File: config.mk
export PLATFORM = sky130hd
export DESIGN_NAME = ped_request_ctrl
export DESIGN_NICKNAME = d
export VERILOG_FILES = /design/src/rtl/ped_request_ctrl.sv
export SDC_FILE = /design/constraint.sdc
export NUM_CORES = 1
export LEC_CHECK = 0
export CAP_MARGIN = 40
export CORE_ASPECT_RATIO = 1.5
export CORE_MARGIN = 2
export CORE_UTILIZATION = 55
export CTS_CLUSTER_DIAMETER = 120
export DETAILED_ROUTE_END_ITERATION = 6
export PLACE_DENSITY = 0.82
export SETUP_SLACK_MARGIN = 0.3
export SLEW_MARGIN = 30
export SYNTH_ARGS = -nofsm -noshare
export SYNTH_HDL_FRONTEND = slang
export SYNTH_SLANG_ARGS = --single-unit
export TNS_END_PERCENT = 20
File: constraint.sdc
create_clock -name i_clk -period 3.15 [get_ports i_clk]
set_clock_uncertainty 0.1 [all_clocks]
set_input_delay 0.315 -clock i_clk [delete_from_list [all_inputs] [get_ports i_clk]]
set_output_delay 0.315 -clock i_clk [all_outputs]
set_load 0.01 [all_outputs]
File: src/rtl/ped_request_ctrl.sv
// ============================================================================
// ped_request_ctrl
// ----------------------------------------------------------------------------
// Pedestrian crossing request controller. Conditions a raw push-button
// (synchronise + debounce), turns accepted presses into a level request to the
// light controller, runs the walk phase once the light controller grants it,
// and then enforces a cool-down lockout. Presses that arrive while walking or
// cooling down are remembered and re-raise the request once cool-down ends.
//
// All timing is counted in i_tick cycles; i_tick is a one-cycle enable from a
// shared time base.
//
// Parameters
//   DEB_TICKS   ticks a changed button level must hold before it is accepted
//   WALK_TICKS  ticks the walk lamp stays on
//   COOL_TICKS  ticks of lockout after the walk lamp goes off
//   (all three are legal in the range 1..15)
//
// Ports
//   i_clk        clock, all state updates on the rising edge
//   i_rst        synchronous reset, active high
//   i_btn_raw    asynchronous push-button, active high
//   i_tick       one-cycle time-base enable
//   i_grant      one-cycle pulse: crossing phase is safe, request served
//   o_adv_req    level request to the light controller's advance input
//   o_walk       walk lamp enable
//   o_walk_cnt   remaining walk ticks, zero outside WALK
//   o_state      current state: IDLE=0, PENDING=1, WALK=2, COOL=3
//   o_press_cnt  accepted press events, saturating at 255
//
// Every output is either a register or a decode of the state register, so
// there is no combinational path from any input to any output.
// ============================================================================
module ped_request_ctrl #(
    parameter int DEB_TICKS  = 4,
    parameter int WALK_TICKS = 8,
    parameter int COOL_TICKS = 6
) (
    input  logic       i_clk,
    input  logic       i_rst,
    input  logic       i_btn_raw,
    input  logic       i_tick,
    input  logic       i_grant,
    output logic       o_adv_req,
    output logic       o_walk,
    output logic [3:0] o_walk_cnt,
    output logic [1:0] o_state,
    output logic [7:0] o_press_cnt
);

    // ------------------------------------------------------------------------
    // Types and constants
    // ------------------------------------------------------------------------
    typedef enum logic [1:0] {
        ST_IDLE    = 2'd0,
        ST_PENDING = 2'd1,
        ST_WALK    = 2'd2,
        ST_COOL    = 2'd3
    } state_t;

    localparam logic [3:0] DEB_T  = 4'(DEB_TICKS);
    localparam logic [3:0] WALK_T = 4'(WALK_TICKS);
    localparam logic [3:0] COOL_T = 4'(COOL_TICKS);

    // ------------------------------------------------------------------------
    // Declarations
    // ------------------------------------------------------------------------
    logic       r_sync1;
    logic       r_sync2;
    logic       r_btn_db;
    logic       r_btn_db_d;
    logic [3:0] r_deb_cnt;

    state_t     r_state;
    state_t     w_state_next;
    logic [3:0] r_walk_cnt;
    logic [3:0] r_cool_cnt;
    logic       r_deferred;
    logic [7:0] r_press_cnt;

    logic       w_btn_s;
    logic       w_press;
    logic       w_grant_take;
    logic       w_walk_done;
    logic       w_cool_done;

    // ------------------------------------------------------------------------
    // Button synchroniser
    // ------------------------------------------------------------------------
    // NOTE: every clocked process uses non-blocking assignments, so all
    // registers sample their inputs from the same edge and the order of the
    // statements (or of the processes) never changes the result.
    always_ff @(posedge i_clk) begin
        if (i_rst) begin
            r_sync1 <= 1'b0;
            r_sync2 <= 1'b0;
        end else begin
            r_sync1 <= i_btn_raw;
            r_sync2 <= r_sync1;
        end
    end

    assign w_btn_s = r_sync2;

    // ------------------------------------------------------------------------
    // Debouncer
    // The counter only runs while the synchronised level disagrees with the
    // accepted level; any agreement (a bounce back) restarts the qualification.
    // On the tick that would bring the count to DEB_TICKS the new level is
    // accepted and the counter restarts from zero.
    // ------------------------------------------------------------------------
    always_ff @(posedge i_clk) begin
        if (i_rst) begin
            r_btn_db  <= 1'b0;
            r_deb_cnt <= 4'd0;
        end else if (w_btn_s == r_btn_db) begin
            r_deb_cnt <= 4'd0;
        end else if (i_tick) begin
            if (r_deb_cnt + 4'd1 == DEB_T) begin
                r_btn_db  <= ~r_btn_db;
                r_deb_cnt <= 4'd0;
            end else begin
                r_deb_cnt <= r_deb_cnt + 4'd1;
            end
        end
    end

    // Delayed copy of the debounced level for edge detection.
    always_ff @(posedge i_clk) begin
        if (i_rst) begin
            r_btn_db_d <= 1'b0;
        end else begin
            r_btn_db_d <= r_btn_db;
        end
    end

    // Press event: high for the one cycle after the debounced level rises.
    // Built only from registers; releases produce nothing.
    assign w_press = r_btn_db & ~r_btn_db_d;

    // ------------------------------------------------------------------------
    // Press counter (counts in every state, sticks at 255)
    // ------------------------------------------------------------------------
    always_ff @(posedge i_clk) begin
        if (i_rst) begin
            r_press_cnt <= 8'd0;
        end else if (w_press && (r_press_cnt != 8'hFF)) begin
            r_press_cnt <= r_press_cnt + 8'd1;
        end
    end

    // ------------------------------------------------------------------------
    // Qualified FSM events
    // ------------------------------------------------------------------------
    // Grant only matters while a request is outstanding; it needs no tick.
    assign w_grant_take = (r_state == ST_PENDING) && i_grant;
    assign w_walk_done  = (r_state == ST_WALK) && i_tick && (r_walk_cnt == 4'd1);
    assign w_cool_done  = (r_state == ST_COOL) && i_tick && (r_cool_cnt == 4'd1);

    // ------------------------------------------------------------------------
    // FSM: state register
    // ------------------------------------------------------------------------
    always_ff @(posedge i_clk) begin
        if (i_rst) begin
            r_state <= ST_IDLE;
        end else begin
            r_state <= w_state_next;
        end
    end

    // ------------------------------------------------------------------------
    // FSM: next-state logic
    // ------------------------------------------------------------------------
    // NOTE: the next state gets a default before the case statement, so every
    // path through this block assigns it and no latch can be inferred.
    always_comb begin
        w_state_next = r_state;
        case (r_state)
            ST_IDLE: begin
                if (w_press) begin
                    w_state_next = ST_PENDING;
                end
            end
            ST_PENDING: begin
                // Further presses are only counted; the request is already up.
                if (w_grant_take) begin
                    w_state_next = ST_WALK;
                end
            end
            ST_WALK: begin
                if (w_walk_done) begin
                    w_state_next = ST_COOL;
                end
            end
            ST_COOL: begin
                // A press landing on the final cool tick has not reached the
                // deferred flag yet, so it is folded in here directly.
                if (w_cool_done) begin
                    w_state_next = (r_deferred || w_press) ? ST_PENDING : ST_IDLE;
                end
            end
            default: begin
                w_state_next = ST_IDLE;
            end
        endcase
    end

    // ------------------------------------------------------------------------
    // FSM: output decode (purely from the state register)
    // ------------------------------------------------------------------------
    always_comb begin
        o_adv_req = 1'b0;
        o_walk    = 1'b0;
        case (r_state)
            ST_PENDING: o_adv_req = 1'b1;
            ST_WALK:    o_walk    = 1'b1;
            default: begin
                o_adv_req = 1'b0;
                o_walk    = 1'b0;
            end
        endcase
    end

    assign o_state     = r_state;
    assign o_walk_cnt  = r_walk_cnt;
    assign o_press_cnt = r_press_cnt;

    // ------------------------------------------------------------------------
    // Walk counter
    // Loaded on grant (a coincident tick does not decrement it), counts down
    // on ticks in WALK, and is held at zero in every other state.
    // ------------------------------------------------------------------------
    always_ff @(posedge i_clk) begin
        if (i_rst) begin
            r_walk_cnt <= 4'd0;
        end else if (w_grant_take) begin
            r_walk_cnt <= WALK_T;
        end else if (r_state == ST_WALK) begin
            if (i_tick) begin
                r_walk_cnt <= r_walk_cnt - 4'd1;
            end
        end else begin
            r_walk_cnt <= 4'd0;
        end
    end

    // ------------------------------------------------------------------------
    // Cool-down counter
    // Loaded on the final walk tick, counts down on ticks in COOL, zero
    // elsewhere.
    // ------------------------------------------------------------------------
    always_ff @(posedge i_clk) begin
        if (i_rst) begin
            r_cool_cnt <= 4'd0;
        end else if (w_walk_done) begin
            r_cool_cnt <= COOL_T;
        end else if (r_state == ST_COOL) begin
            if (i_tick) begin
                r_cool_cnt <= r_cool_cnt - 4'd1;
            end
        end else begin
            r_cool_cnt <= 4'd0;
        end
    end

    // ------------------------------------------------------------------------
    // Deferred-request flag
    // Remembers a press made while walking or cooling down. It is consumed
    // (cleared) when cool-down ends, whichever state follows.
    // ------------------------------------------------------------------------
    always_ff @(posedge i_clk) begin
        if (i_rst) begin
            r_deferred <= 1'b0;
        end else if (w_cool_done) begin
            r_deferred <= 1'b0;
        end else if ((r_state == ST_WALK) || (r_state == ST_COOL)) begin
            if (w_press) begin
                r_deferred <= 1'b1;
            end
        end else begin
            r_deferred <= 1'b0;
        end
    end

endmodule

# Word level (Yosys, flattened, before mapping)
# Cells that the tools add are included.
[totals] regBits=27 in_bits=5 output_inout_bits=16 word_cells=67
[classes] addsub=4 n_eq_ne=14 n_mux=15 bitwise=7 n_reduce_logical=15
[ops] op="2-to-1 mux 4 bit" count=4
[ops] op="2-to-1 mux 3 bit" count=3
[ops] op="OR reduction 3 bit" count=3
[ops] op="adder 8 x 1 -> 8 bit, second input constant" count=1
[ops] op="equality test 4 x 1 -> 1 bit, second input constant" count=2
[ops] op="2-to-1 mux 2 bit" count=4
[ops] op="!= test 2 bit, second input constant" count=4
[ops] op="!= test 8 bit, second input constant" count=1
[ops] op="case mux 2 bit (4 select lines)" count=1
[ops] op="subtractor 4 x 1 -> 4 bit, second input constant" count=2
[ops] op="logical AND 1 bit" count=6
[ops] op="!= test 3 bit, second input constant" count=2
[ops] op="NOT 1 bit" count=6
[ops] op="adder 4 x 1 -> 4 bit, second input constant" count=1
[ops] op="equality test 2 bit, second input constant" count=2
[ops] op="equality test 4 x 3 -> 1 bit, second input constant" count=1
[ops] op="AND reduction 4 bit" count=1
[ops] op="2-to-1 mux 1 bit" count=3
[ops] op="AND reduction 3 bit" count=1
[ops] op="equality test 2 x 1 -> 1 bit, second input constant" count=1
[ops] op="zero test 2 bit" count=1
[ops] op="logical OR 1 bit" count=2
[ops] op="OR reduction 2 bit" count=1
[ops] op="bitwise AND 1 bit" count=1
[ops] op="equality test 1 bit" count=1

# Longest topological paths before layout
# Gate-level depths: netlist of the first run.
[logic_depth] word_depth=6 ltp_mapped=6

# Least setup slack after synthesis of the first run
# Ideal clock, no wire load.
[synth_timing] path_type="reg-to-reg" startpoint="register r_state[1], in the netlist o_state[1]" endpoint="register r_state[0], in the netlist o_state[0]" setup_time_ns=0.123 arrival_time_ns=1.619 setup_slack_ns=1.308 stages_incl_launch_ff=6 synth_period_minus_slack_ns=1.842 path_cell_list="dfxtp_1 > inv_1 > ha_1 > a222oi_1 > o21a_1 > mux2_1"
[synth_between] elab_chain_len=5
[synth_rtl] element="from (decl)" line="74" source="state_t r_state;"
[synth_rtl] element="from (signal assigned)" line="167" source="r_state <= w_state_next;"
[synth_rtl] element="equality test 2 bit, on equally long branches" line="158, 178, 157"
[synth_rtl] element="logical AND 1 bit, on equally long branches (2 in series)" line="158, 157"
[synth_rtl] element="!= test 2 bit (no line)"
[synth_rtl] element="AND reduction 4 bit (no line)"
# Parallel ways exist; a longest one is shown, timed or not.
# A chain may end at the register's enable or synchronous reset.

# Worst setup path in the final report of the first run
[layout_timing] startpoint="register r_state[0], in the netlist o_state[0]" endpoint="output port o_walk"
[layout_between] elab_chain_len=2
[layout_rtl] element="equality test 2 bit" line="214" source="case (r_state)"
[layout_rtl] element="2-to-1 mux 1 bit" line="214"
[layout_rtl] element="to (decl)" line="45" source="output logic o_walk,"
# Every way passes these cells.

==> results of run 1 <==
## Yosys cell counts (all sizes together)
| cell type | count |
|---|---|
| o21a | 1 |
| xnor2 | 6 |
| nor2 | 19 |
| a31o | 1 |
| nand4 | 1 |
| o21ai | 1 |
| nand2b | 2 |
| xor2 | 6 |
| or2 | 1 |
| and4 | 1 |
| nor4b | 2 |
| nor2b | 4 |
| inv | 11 |
| buf | 2 |
| o211ai | 2 |
| nand4b | 2 |
| dfxtp | 27 |
| nand2 | 9 |
| a222oi | 1 |
| o2111ai | 1 |
| a41o | 1 |
| nor3 | 5 |
| o31ai | 1 |
| mux2i | 4 |
| a311oi | 1 |
| nand4bb | 1 |
| a211oi | 3 |
| nand3 | 2 |
| o41ai | 1 |
| a21oi | 8 |
| nor4 | 1 |
| ha | 10 |
| or4 | 1 |
| clkbuf | 2 |
| nand3b | 2 |
| mux2 | 1 |
| a41oi | 1 |
## layout make-up
class	instances	area (um^2)
multi-input combinational	103	718
fill	184	696
timing repair buffer	21	208
clock inverter	1	5.00
clock buffer	3	22.5
inverter	11	41.3
tap	23	28.8
sequential	27	541
## state kept, by name (all words and copies together) (netlist names)
name	cells
o_state	2
r_cool_cnt	4
r_deb_cnt	4
o_walk_cnt	4
r_deferred	1
r_sync2	1
r_btn_db_d	1
r_sync1	1
r_btn_db	1
o_press_cnt	8
## through the flow
stage,instances,util,instance area (um^2)
floorplan,145,-,1320
global placement,185,0.680,1540
detailed placement,185,0.680,1540
CTS,189,0.692,1560
global route,189,0.692,1560
finish,189,0.692,1560
## critical path, cell delays in order, from the launching register on
cell and delay, ns:
sky130_fd_sc_hd__dfxtp_1 0.38, sky130_fd_sc_hd__inv_1 0.13, sky130_fd_sc_hd__ha_1 0.28, sky130_fd_sc_hd__clkdlybuf4s50_1 0.58
## routing by layer
metal	GRT usage	wire length, um	vias up
li1	-	-	545
met1	0.246	1100	511
met2	0.403	1450	19
met3	0.0198	66	4
met4	0.0833	45	0
met5	0	0	-
## cell families after synthesis
kind of cell,Yosys count,synth area share
mux,5,0.0390
simple gates,53,0.208
fa+ha+maj,10,0.0951
flops,27,0.411
buf+inv,15,0.0437
xor+xnor,12,0.0798
compound gates,23,0.124
## report_power, final
group          switching (mW)  internal (mW)
logic                  0.0308         0.0312
clock network          0.0986         0.0475
registers             0.00528          0.346
## final timing paths
check | cells past startpoint | end | slack (ns)
min | 1 | r_sync2 | 0.36
min reg2reg | 1 | r_sync2 | 0.36
max reg2reg | 6 | o_state[0] | 1.23
max | 3 | o_walk | 1.04
==> impl_summary.md, run 1 <==
Setup path
The start point of the critical path is o_state[0]. The beginning of the worst register-to-register path is o_state[0]. The category of the most critical setup path is reg2out. The maximum net fanout on the critical path is 6. The worst endpoint data arrival time is roughly 1.7 ns. The required time of the worst setup path is between 2 and 3 ns. The worst setup path is captured at a primary output.

STA classifies the critical path startpoint as a flip-flop.

Timing
The highest attainable clock frequency is around 470 MHz. Once routing completed, OpenROAD measured the worst setup slack at approximately 1.0 ns. For the final routed database, the setup TNS stands at 0 ns. Setup repair after global routing left no endpoint under its margin.

The final-report hold violation count is 0. The count of pins over their slew limit is 0. The portion of the clock cycle consumed by the worst path in the final layout is 0.669. At the pin with the least slew margin, the transition time is around 0.77 ns.

After layout, the minimum clock period comes to around 2.1 ns. Measured against its own limit, the worst slew margin works out to 0.482. The final count of negative-setup-slack endpoints is 0. The hold slack is 0.361 ns.

CTS
The total CTS buffers is 3. The TritonCTS clock tree is built. The buffer levels on the longest clock path is 2. After clock tree synthesis, the flow added hold-fix buffers numbering 0.

The clock reaches the later pin of the worst-skew pair after 0.31 ns. The root buffer cell chosen for the clock tree is sky130_fd_sc_hd__clkbuf_4. CTS built an H-tree with a depth of 1. Post-CTS timing repair inserted 0 buffers for setup.

The clock sink count is 27. In this run, post-CTS repair resized a total of 0 instances. The clock input transition at the sequential cells of the worst setup and hold paths is between 0.1 and 0.15 ns.

Placed design
Port buffering added 20 buffers. Timing analysis after detailed placement gives a worst setup slack of between 0.9 and 1 ns. The last weighted congestion value of the routability-driven placer is roughly 0.87. The HPWL after detailed placement is 2020 um.

Status
The flow ran to the end, and the final reports show no timing, DRC or antenna violations.

Routing
The total DRC errors in the routed layout is 0. The number of design-rule violations left by the first detailed-router iteration is 17. The final routed wire length divided by cell count is 14.0 um. The final layout contains routed wiring with a total length of about 2700 um. Dividing the detail-routed via count by the number of cells gives 5.71. The number of nets with antenna violations after detailed routing is 0. The first-pass detailed-route iteration total is 4. The via count of the routed design is ~1100.

Floorplan
The floorplan has 21 rows. The die width is roughly 44 um. 21 I/O pins were placed. The initial utilization of the core area, before any placement, comes to 0.583. The floorplan step defined a die boundary enclosing about 2800 um^2.

The floorplan step set the die height to 63.9 um. The region available for standard cell placement spans approximately 2300 um^2.

Yosys
The number of different library cells in the post-synthesis netlist is 39. The Yosys step of the flow raised 0 warnings. The cell count after synthesis came out at 145. When the netlist entered floorplanning its net count stood at 160. In the post-synthesis netlist, the biggest area contributors are sky130_fd_sc_hd__dfxtp_1 41%, sky130_fd_sc_hd__ha_1 9.5%, sky130_fd_sc_hd__nor2_1 5.4%. Counting flops and latches in the post-synthesis netlist gives 27. The mean area per synthesized cell is 9.08 um^2. The fraction of post-synthesis cell area in the top cell type by area is 0.411.

The cell area after synthesis is about 1300 um^2. Summed over all instances, the cell type with the most area after synthesis is sky130_fd_sc_hd__dfxtp_1. For this run, the register share of the synthesized area comes to 0.411.

Cells and area
The proportion of layout cells with a drive suffix above 1 is 0.0422. The number of antenna diodes in the final layout is 0. The top cell types in the final layout, fill and taps aside, are 27 x sky130_fd_sc_hd__dfxtp_1, 20 x sky130_fd_sc_hd__clkdlybuf4s50_1, 19 x sky130_fd_sc_hd__nor2_1, 10 x sky130_fd_sc_hd__inv_1, 10 x sky130_fd_sc_hd__ha_1.

The library cell used most frequently in the layout, excluding fill and tap cells, is sky130_fd_sc_hd__dfxtp_1. At the end of the flow, the number of nets in the layout was 182. Relative to the synthesized area, the layout overhead comes to 18.8%.

GRT
For this run, the total global-route usage over all layers was measured as 0.219. The via count of the first global-routing pass is between 1000 and 1500. Global routing finished with a remaining overflow of 0. The first global-routing pass estimated 4760 um of wire. The largest net degree at the start of global routing is 22. The initial antenna violation count came to 0.

Power and ir drop
IR analysis of the VDD net gives a maximum drop of between 200 and 300 uV. The power per cell area is roughly 360 nW/um^2. The design draws roughly 0.56 mW.

In this run the static leakage power is about 0.57 nW.

Job
The tool flagged a number of max-cap violations equal to 0.

Hold path
The min-delay analysis places its worst path in the category reg2reg. The startpoint of the most critical hold path is r_sync1.
Power figures use the tool's default switching activity.
==> run 2, diff against run 1 <==
--- a/config.mk
+++ b/config.mk
@@ -8,10 +8,10 @@
 export CAP_MARGIN = 40
 export CORE_ASPECT_RATIO = 1.5
 export CORE_MARGIN = 2
-export CORE_UTILIZATION = 55
+export CORE_UTILIZATION = 52
 export CTS_CLUSTER_DIAMETER = 120
 export DETAILED_ROUTE_END_ITERATION = 6
-export PLACE_DENSITY = 0.82
+export PLACE_DENSITY = 0.78
 export SETUP_SLACK_MARGIN = 0.3
 export SLEW_MARGIN = 30
 export SYNTH_ARGS = -nofsm -noshare
==> constraint.sdc (replaced) <==
create_clock -name i_clk -period 2.1 [get_ports i_clk]
set_clock_uncertainty 0.1 [all_clocks]
set_input_delay 0.21 -clock i_clk [delete_from_list [all_inputs] [get_ports i_clk]]
set_output_delay 0.21 -clock i_clk [all_outputs]
set_load 0.01 [all_outputs]
==> run 2 against run 1 <==
  * Wire length is 3.7% higher
  * Sequential share of layout area is 0.87 points lower
  * Clock power is 53% higher
  * Power is 51% higher
  * Critical path type is now reg2reg
  * Critical endpoint is now o_state[0]
==> impl_summary.md, run 2 (same netlist as run 1, synthesis figures left out) <==
Status
The flow ran to the end, and the final reports show no timing, DRC or antenna violations.

Power and ir drop
The total power of the final layout is 0.848 mW (+51%). The static leakage is 0.614 nW (+7.4%). The largest vdd supply drop is 381 uV (+46%).

The power per cell area is 524 nW/um^2 (+46%).

Timing
The final-report hold violation count is 0 (unchanged). The post-route worst setup slack is 0.260 ns (-0.783 ns). The final count of negative-setup-slack endpoints is 0 (unchanged).

The headroom to the max-slew limit is 0.690 (+0.208). The setup TNS came to 0 ns (unchanged). The highest attainable clock frequency is approximately 540 MHz. The count of pins over their slew limit is 0 (unchanged). The hold slack is 0.323 ns (-0.0379 ns). The slew of the pin with the lowest slew margin is 0.464 ns (-0.310 ns). The shortest period the worst path allows is 1.84 ns.

Setup repair after global routing could not meet its margin everywhere. The portion of the clock cycle consumed by the worst path in the final layout is 0.876.

Setup path
The worst setup path is captured at a flip-flop. The worst endpoint data arrival time is 1.96 ns (+0.27 ns). The minimum setup slack among reg-to-reg paths is 0.26 ns (-0.97 ns). The depth of the most critical reg-to-reg path came to 5 (-1). The category of the most critical setup path is reg2reg. The critical path goes through inv_2 > ha_1 > a222oi_1 > o21a_1 > mux2_1. The start point of the critical path is o_state[0]. The total number of cells along the worst setup path was 5 (+2). The required time of the worst setup path is 2.22 ns (-0.51 ns). The maximum net fanout on the critical path is 5 (-1). The library cell contributing the largest single delay on the critical path is sky130_fd_sc_hd__dfxtp_2. The worst register-to-register path begins at o_state[0].

The startpoint class of the critical path is a flip-flop. The peak per-stage delay on the critical path is 0.41 ns (-0.17 ns). The number of buffers and inverters on the critical path is 1 (-1). The kind of cell with the highest combined delay along the critical path is compound AO/OA/AOI/OAI gates.

CTS
The clock sink count is 27 (unchanged). The later-pin clock latency in the skew report was 0.32 ns (about the same). The buffer levels on the longest clock path is 2 (unchanged). The total CTS buffers came to 3 (unchanged). The number of buffers inserted by post-CTS setup repair is 0 (unchanged). The tree is rooted in a sky130_fd_sc_hd__clkbuf_4.

The number of H-tree levels is 1 (unchanged). The clock input transition at the sequential cells of the worst setup and hold paths was 0.15 ns (about the same). The count of hold-fix buffers inserted at cts is 0 (unchanged). TritonCTS built the clock tree.

Placed design
The count of input and output buffers is 20 (unchanged). The setup slack at placement is 0.149 ns (-0.827 ns). The instance count after placement with tap cells included came to 190 (+2.7%).

The HPWL after detailed placement is 2070 um (+2.5%). The last weighted congestion value of the routability-driven placer was 0.803 (-7.7%). The area of placed instances is 1570 um^2 (+2.1%).

Floorplan
The number of cell rows is 22 (+4.8%). The number of primary I/O pins was 21 (unchanged). The die area is 2960 um^2 (+5.3%). The y dimension of the die is 65.6 um (+2.7%). The initial core utilization is 0.543 (-0.0391).

The area of the core is 2420 um^2 (+7.2%). The die width is 45.1 um (+2.6%).

Cells and area
The number of flip-flops under the largest register name came to 8 (unchanged). The non-filler instance count after layout is 194 (+2.6%). The final core utilization is 0.668 (-0.0237).

The proportion of layout cells with a drive suffix above 1 is 0.0941 (+0.0519). The final net count is 186 (+2.2%). The area added between synthesis and finish is 23.0%. The final design area excluding fillers was 1620 um^2 (+3.5%).

The storage element area was 546 um^2 (+0.93%). The multi-input logic area is 733 um^2 (+2.1%). In the layout the commonest cells are 25 x sky130_fd_sc_hd__dfxtp_1, 19 x sky130_fd_sc_hd__nor2_1, 18 x sky130_fd_sc_hd__clkdlybuf4s50_1, 9 x sky130_fd_sc_hd__inv_1, 9 x sky130_fd_sc_hd__nand2_1. The count of fill cells added during filler insertion is 214 (+16%). The library cell used most frequently in the layout, excluding fill and tap cells, is sky130_fd_sc_hd__dfxtp_1. The number of antenna repair diodes came to 0 (unchanged).

Routing
The total routed wirelength is 2750 um (+3.7%). The final routed wire length divided by cell count is 14.2 um (+0.98%). The via count normalized by instance count is 5.72 (+0.22%).

The via count of the routed design was 1110 (+2.9%). The first-pass detailed-route iteration total came to 4 (unchanged). The number of design-rule violations left by the first detailed-router iteration is 21 (+4). The number of nets with antenna violations after detailed routing is 0 (unchanged). The total DRC errors in the routed layout is 0 (unchanged).

GRT
The total global routing overflow is 0 (unchanged). The initial antenna violation count is 0 (unchanged). The largest net degree at the start of global routing is 17 (-23%). The global-route wire length before repair is 4450 um (-6.5%). The via count of the first global-routing pass is 1061 (-8.4%). The overall global routing resource usage is 0.195 (-0.0230).

Hold path
The worst hold path belongs to the class in2reg. The worst hold path begins at i_btn_raw. The number of cells on the worst hold path is 2 (+1).

Job
The number of violations of the max-capacitance limit is 0 (unchanged).
[run 2: final timing paths]
path | endpoint
worst min register to register | r_sync2
worst max register to register | o_state[0]
worst max-delay path | o_state[0]
worst min-delay path | r_sync1
[run 2: final cells by class]
cell class / count / area share
Inverter: 11 / 0.0255
Clock buffer: 3 / 0.0139
Timing Repair Buffer: 25 / 0.148
Tap cell: 24 / 0.0185
Sequential cell: 27 / 0.337
Multi-Input combinational cell: 103 / 0.453
Clock inverter: 1 / 0.00464
[run 2: what timing repair did]
| action | in CTS | in global routing |
|---|---|---|
| pin swaps | 0 | 1 |
| endpoints found under the hold margin | 0 | 0 |
| resized for setup | 4 | 4 |
| endpoints found under the setup margin | 3 | 2 |
[run 2: power by group]
| group | internal [mW] | switching (mW) | leakage (nW) |
|---|---|---|---|
| clock network | 0.0727 | 0.151 | 0.0139 |
| registers | 0.519 | 0.00920 | 0.219 |
| logic | 0.0461 | 0.0491 | 0.381 |
| total | 0.638 | 0.210 | 0.614 |
[run 2: worst reg2reg max path, stage by stage, from the launching register on]
cell                       delay [ns]
sky130_fd_sc_hd__dfxtp_2         0.41
sky130_fd_sc_hd__inv_2           0.08
sky130_fd_sc_hd__ha_1            0.21
sky130_fd_sc_hd__a222oi_1        0.39
sky130_fd_sc_hd__o21a_1          0.21
sky130_fd_sc_hd__mux2_1          0.33
[run 2: per-layer routing]
layer	GRT usage	routed length, um	vias up
met5	0	0	-
met4	0.0846	38	0
met3	0.0247	117	6
met2	0.341	1420	31
met1	0.229	1180	517
li1	-	-	556
==> RTL edit 1, RTL diff (settings of run 2) <==
Make the reset (`i_rst`) asynchronous in 8 clocked blocks. Comments in the files are not updated.
--- a/src/rtl/ped_request_ctrl.sv
+++ b/src/rtl/ped_request_ctrl.sv
@@ -90,7 +90,7 @@
     // NOTE: every clocked process uses non-blocking assignments, so all
     // registers sample their inputs from the same edge and the order of the
     // statements (or of the processes) never changes the result.
-    always_ff @(posedge i_clk) begin
+    always_ff @(posedge i_clk or posedge i_rst) begin
         if (i_rst) begin
             r_sync1 <= 1'b0;
             r_sync2 <= 1'b0;
@@ -109,7 +109,7 @@
     // On the tick that would bring the count to DEB_TICKS the new level is
     // accepted and the counter restarts from zero.
     // ------------------------------------------------------------------------
-    always_ff @(posedge i_clk) begin
+    always_ff @(posedge i_clk or posedge i_rst) begin
         if (i_rst) begin
             r_btn_db  <= 1'b0;
             r_deb_cnt <= 4'd0;
@@ -126,7 +126,7 @@
     end
 
     // Delayed copy of the debounced level for edge detection.
-    always_ff @(posedge i_clk) begin
+    always_ff @(posedge i_clk or posedge i_rst) begin
         if (i_rst) begin
             r_btn_db_d <= 1'b0;
         end else begin
@@ -141,7 +141,7 @@
     // ------------------------------------------------------------------------
     // Press counter (counts in every state, sticks at 255)
     // ------------------------------------------------------------------------
-    always_ff @(posedge i_clk) begin
+    always_ff @(posedge i_clk or posedge i_rst) begin
         if (i_rst) begin
             r_press_cnt <= 8'd0;
         end else if (w_press && (r_press_cnt != 8'hFF)) begin
@@ -160,7 +160,7 @@
     // ------------------------------------------------------------------------
     // FSM: state register
     // ------------------------------------------------------------------------
-    always_ff @(posedge i_clk) begin
+    always_ff @(posedge i_clk or posedge i_rst) begin
         if (i_rst) begin
             r_state <= ST_IDLE;
         end else begin
@@ -230,7 +230,7 @@
     // Loaded on grant (a coincident tick does not decrement it), counts down
     // on ticks in WALK, and is held at zero in every other state.
     // ------------------------------------------------------------------------
-    always_ff @(posedge i_clk) begin
+    always_ff @(posedge i_clk or posedge i_rst) begin
         if (i_rst) begin
             r_walk_cnt <= 4'd0;
         end else if (w_grant_take) begin
@@ -249,7 +249,7 @@
     // Loaded on the final walk tick, counts down on ticks in COOL, zero
     // elsewhere.
     // ------------------------------------------------------------------------
-    always_ff @(posedge i_clk) begin
+    always_ff @(posedge i_clk or posedge i_rst) begin
         if (i_rst) begin
             r_cool_cnt <= 4'd0;
         end else if (w_walk_done) begin
@@ -268,7 +268,7 @@
     // Remembers a press made while walking or cooling down. It is consumed
     // (cleared) when cool-down ends, whichever state follows.
     // ------------------------------------------------------------------------
-    always_ff @(posedge i_clk) begin
+    always_ff @(posedge i_clk or posedge i_rst) begin
         if (i_rst) begin
             r_deferred <= 1'b0;
         end else if (w_cool_done) begin
Formal check against the unedited RTL: differs if i_rst is asserted again (counterexample within 10 cycles, from zero or initial values and one cycle with i_rst high); with i_rst held inactive, the same outputs for 10 cycles.
==> RTL edit 1 against run 2 <==
- core utilization is 0.73 points lower
- sequential cell count is the same
- final area up 9.3%
- critical endpoint is now o_press_cnt[1]
- worst setup slack better by 180 ps
- non-clock buffer count down 1
- highest routed layer unchanged
- fmax grew 11%
- wire length fell by 4.3%
- synthesized area is 10% higher
- sequential share of layout area increased by 4.6 points
Power is not compared: it rests on default switching activity, and its combinational part moved more than twofold at a synthesized area within 25%.
==> RTL edit 1: results <==
set metrics [dict create \
    status "finished, final reports clean" \
    drive_above_1_share 0.1212 \
    synth_common_cells "dfrtp_1, nand2_1, inv_1" \
    diodes 0 \
    grt_use_total 0.1986 \
    worst_pin_slew_ps 317.6 \
    ys_seq_area_frac 0.4667 \
    synthAdderAreaFrac 0.09507 \
    final_nets 182 \
    crit_path_max_incr_delay_ps 410 \
    cp_max_fo 4 \
    drt-met1-wl_um 1049 \
    async_flop_share 1.000 \
    slowest_stage "dfrtp_1" \
    worstPathArrival_ps 1730 \
    synth_fp_nets 155 \
    post-dp-hpwl_um 2048 \
    drt_iter0_drc 14 \
    wl_met3_um 86 \
    synth.area.top_cells "dfrtp_1, ha_1, nand2_1" \
    met2_length_um 1441 \
    synth.distinct_cells 38 \
    grt_pass1_vias 1071 \
    avgViaCountPerCell 5.327 \
    htree_levels 1 \
    clockBufferDepth 2 \
    min_path_type "in2async" \
    gp_congestion 0.7666 \
    synthXorXnorAreaFrac 0.06050 \
    synth_compound_area_frac 0.1003 \
    placed_area_um2 1700 \
    drt-total-wl_um 2632 \
    grt_pass1_wl_um 4526 \
    antenna_found_initial 0 \
    clk_pin_slew_worst_paths_ps 90 \
    route.top_layer_used "met4" \
    yosysWarnings 0 \
    port_buffers 20 \
    grt_max_degree 28 \
    clk_latency_ps 280 \
    vdd_ir_drop_max_uv 706.8 \
    root_buffer "clkbuf_8" \
    fillers 232 \
    synth_mux_area_frac 0.04062 \
    cts-buffers-inserted 3 \
]
-- RTL edit 1: changes by cell type after synthesis, moves of 3 or more --
cell and delta:
dfrtp_1 +27, dfxtp_1 -27, mux2_2 +3, mux2i_1 -3
nand2_1 +8, nand3_1 +3, nor2_1 -8, nor2b_1 -4
nor3_1 -3
-- RTL edit 1: kinds of logic after synthesis --
logic type | Yosys count
simple gates | 52
flops | 27
compound gates | 20
buf+inv | 14
fa+ha+maj | 11
xor+xnor | 10
mux | 5
-- RTL edit 1: repair_timing --
item | CTS | global route
buffers inserted | 0 | 1
setup endpoints to repair | 2 | 1
gates cloned | 0 | 0
gates resized for setup | 5 | 1
-- RTL edit 1: path summary, 6_finish.rpt --
| check | start | to | slack, ps | cells after the start |
|---|---|---|---|---|
| max | o_press_cnt[0] | o_press_cnt[1] | 440 | 4 |
| min | i_rst | r_sync2 | 180 | 3 |
| max reg2reg | o_press_cnt[0] | o_press_cnt[1] | 440 | 4 |
| min reg2reg | r_sync1 | r_sync2 | 260 | 0 |
| max in group asynchronous | i_rst | o_state[1] | 1460 | 3 |
| min in group i_clk | r_sync1 | r_sync2 | 260 | 0 |
-- RTL edit 1: routing by layer --
| metal | vias to the layer above | GRT usage |
|---|---|---|
| li1 | 529 | - |
| met1 | 520 | 0.2094 |
| met2 | 22 | 0.3562 |
| met3 | 5 | 0.03906 |
| met4 | 0 | 0.1042 |
| met5 | - | 0 |
-- RTL edit 1: where the power goes --
part,internal (W),total (W),switching [W]
sequential,0.000680,0.000847,0.000167
clock,0.000133,0.000298,0.000165
combinational,0.000555,0.00106,0.000508
-- RTL edit 1: critical path: cells and delay by family (launching register included) --
family                     cells  cell delay, ps
DFF                            1             410
AOI/OAI and AO/OA              1             300
muxes                          1             370
and+or+nand+nor                1             160
adders and majority gates      1             210
-- RTL edit 1: final cells by class --
class                   instances  area, um^2  share of cell area
multi-input cells              98       723.2              0.4088
flip-flops and latches         27       676.9              0.3826
repair buffers                 24       231.5              0.1308
well taps                      37       46.29             0.02617
inverters                      12       45.04             0.02546
clock buffers                   3       41.29             0.02334
clock inverters                 1       5.005            0.002829
-- RTL edit 1: stage by stage --
stage               hold slack (ps)    util  total power [W]  std cells  worst slack (ps)
floorplan                     141.4       -         0.001537        139             496.2
global placement              236.6  0.6353         0.001847        197             246.3
detailed placement            244.1  0.6353         0.001906        197             193.2
CTS                           188.5  0.6573         0.002219        201             199.9
global route                  236.0  0.6611         0.002379        202             317.3
finish                        176.5  0.6611         0.002208        202             435.9
==> RTL edit 2, RTL diff (flow settings as in run 2) <==
Without the edit above. `COOL_TICKS`: 6 -> 5.
--- a/src/rtl/ped_request_ctrl.sv
+++ b/src/rtl/ped_request_ctrl.sv
@@ -34,7 +34,7 @@
 module ped_request_ctrl #(
     parameter int DEB_TICKS  = 4,
     parameter int WALK_TICKS = 8,
-    parameter int COOL_TICKS = 6
+    parameter int COOL_TICKS = 5
 ) (
     input  logic       i_clk,
     input  logic       i_rst,
Function: same outputs for any inputs over 10 cycles, from zero or initial values and one cycle with i_rst high; that may be too few to reach the edited logic, so the function may still have changed.
==> RTL edit 2 against run 2 <==
- count of clock-buffer cells in the layout unchanged
- sequential cell count unchanged
- synthesized area increased by 1.3%
- synthesized cell count unchanged
- final area increased by 1.7%
- wire length decreased by 2.6%
- hold slack got worse by 5.6 ps
- fmax increased by 1.2%
- worst setup slack improved by 23 ps
- largest cell class unchanged
Power is not compared: it rests on default switching activity, and its combinational part moved more than twofold at a synthesized area within 25%.
==> RTL edit 2: results <==
set metrics [dict create \
    crit_family "compound AO/OA/AOI/OAI gates" \
    avgViaCountPerCell 5.684 \
    status "finished, final reports clean" \
    placed_area_um2 1594 \
    gp_congestion 0.7828 \
    largest_reg_flops 8 \
    leakagePower_nw 0.6352 \
    synth_common_cells "dfxtp_1, nor2_1, ha_1, nand2_1" \
    synthDominantCellAreaShare 0.4053 \
    cp_max_fo 6 \
    grt_use_total 0.2045 \
    slowest_stage "dfxtp_2" \
    clockBufferDepth 2 \
    min_path_type "in2reg" \
    root_buffer "clkbuf_4" \
    drt_first_pass_iters 4 \
    synth.distinct_cells 38 \
    synth_fp_nets 160 \
    grt_pass1_vias 1070 \
    worst_pin_slew_ps 374.6 \
    htree_levels 1 \
    antenna_found_initial 0 \
    ys_seq_area_frac 0.4053 \
    drt_iter0_drc 19 \
    post-dp-hpwl_um 2028 \
    drive_above_1_share 0.1337 \
    grt_max_degree 16 \
    clk_pin_slew_worst_paths_ps 150 \
    port_buffers 20 \
    diodes 0 \
    clk_latency_ps 330 \
    async_flop_share 0 \
    syn_inst 145 \
    fillers 202 \
    routedWlPerCell_um 13.66 \
    power_density_nw_per_um2 597.5 \
    vdd_ir_drop_max_uv 418.9 \
    yosysWarnings 0 \
    synth.area.top_cells "dfxtp_1, ha_1, nor2_1" \
    worstPathArrival_ps 1950 \
    slew_viol_final 0 \
    grt_pass1_wl_um 4636 \
    cts-buffers-inserted 3 \
    final_cells 196 \
    crit_path_max_incr_delay_ps 420 \
    final_nets 188 \
]
RTL edit 2: logic make-up (layout without fill, tap and decap cells):
group,count (synthesis),in the layout,synth area share
AO/OA/AOI/OAI,21,21,0.1145
XOR/XNOR,11,11,0.07223
adder cells (fa/ha/maj),10,10,0.09381
buffers and inverters,12,39,0.03471
flip-flops,27,27,0.4053
multiplexers,6,6,0.04597
AND/OR/NAND/NOR,58,58,0.2336
RTL edit 2: report_power, final:
group | internal [W] | switching [W] | total (W)
clock network | 0.0000715 | 0.000156 | 0.000228
logic | 0.000109 | 0.0000960 | 0.000205
registers | 0.000531 | 0.0000207 | 0.000551
total | 0.000711 | 0.000273 | 0.000984
RTL edit 2: what timing repair did:
action / in CTS / in global routing
hold buffers: 0 / 0
endpoints found under the hold margin: 0 / 0
resized for setup: 5 / 3
setup buffers: 0 / 1
setup endpoints to repair: 3 / 3
pin swaps: 0 / 1
RTL edit 2: worst paths after layout:
check | from | slack, ps | endpoint | cells after the start
setup / recovery | o_state[1] | 280 | o_state[0] | 6
hold / removal | i_btn_raw | 320 | r_sync1 | 2
setup reg to reg | o_state[1] | 280 | o_state[0] | 6
hold reg to reg | r_sync1 | 360 | r_sync2 | 1
RTL edit 2: metrics by stage:
stage	power [W]	hold slack (ps)	setup slack [ps]
2_1_floorplan	0.0006787	238.2	353.3
3_3_place_gp	0.0007529	317.2	228.1
3_5_place_dp	0.0007588	333.5	170.3
4_1_cts	0.0009913	316.3	269.8
5_1_grt	0.001038	310.6	179.3
6_report	0.0009838	317.7	282.5
RTL edit 2: metal layers:
metal,vias to the layer above,wire [um],global-route usage
met2,21,1516,0.3839
met1,534,1077,0.2355
met4,0,24,0.05515
li1,557,-,-
met5,-,0,0
met3,2,60,0.01639
RTL edit 2: layout make-up:
type | count | share of cell area
sequential | 27 | 0.3313
tap | 24 | 0.01824
inverter | 8 | 0.01824
multi-input combinational | 106 | 0.4612
clock buffer | 3 | 0.01368
timing repair buffer | 27 | 0.1543
clock inverter | 1 | 0.003040
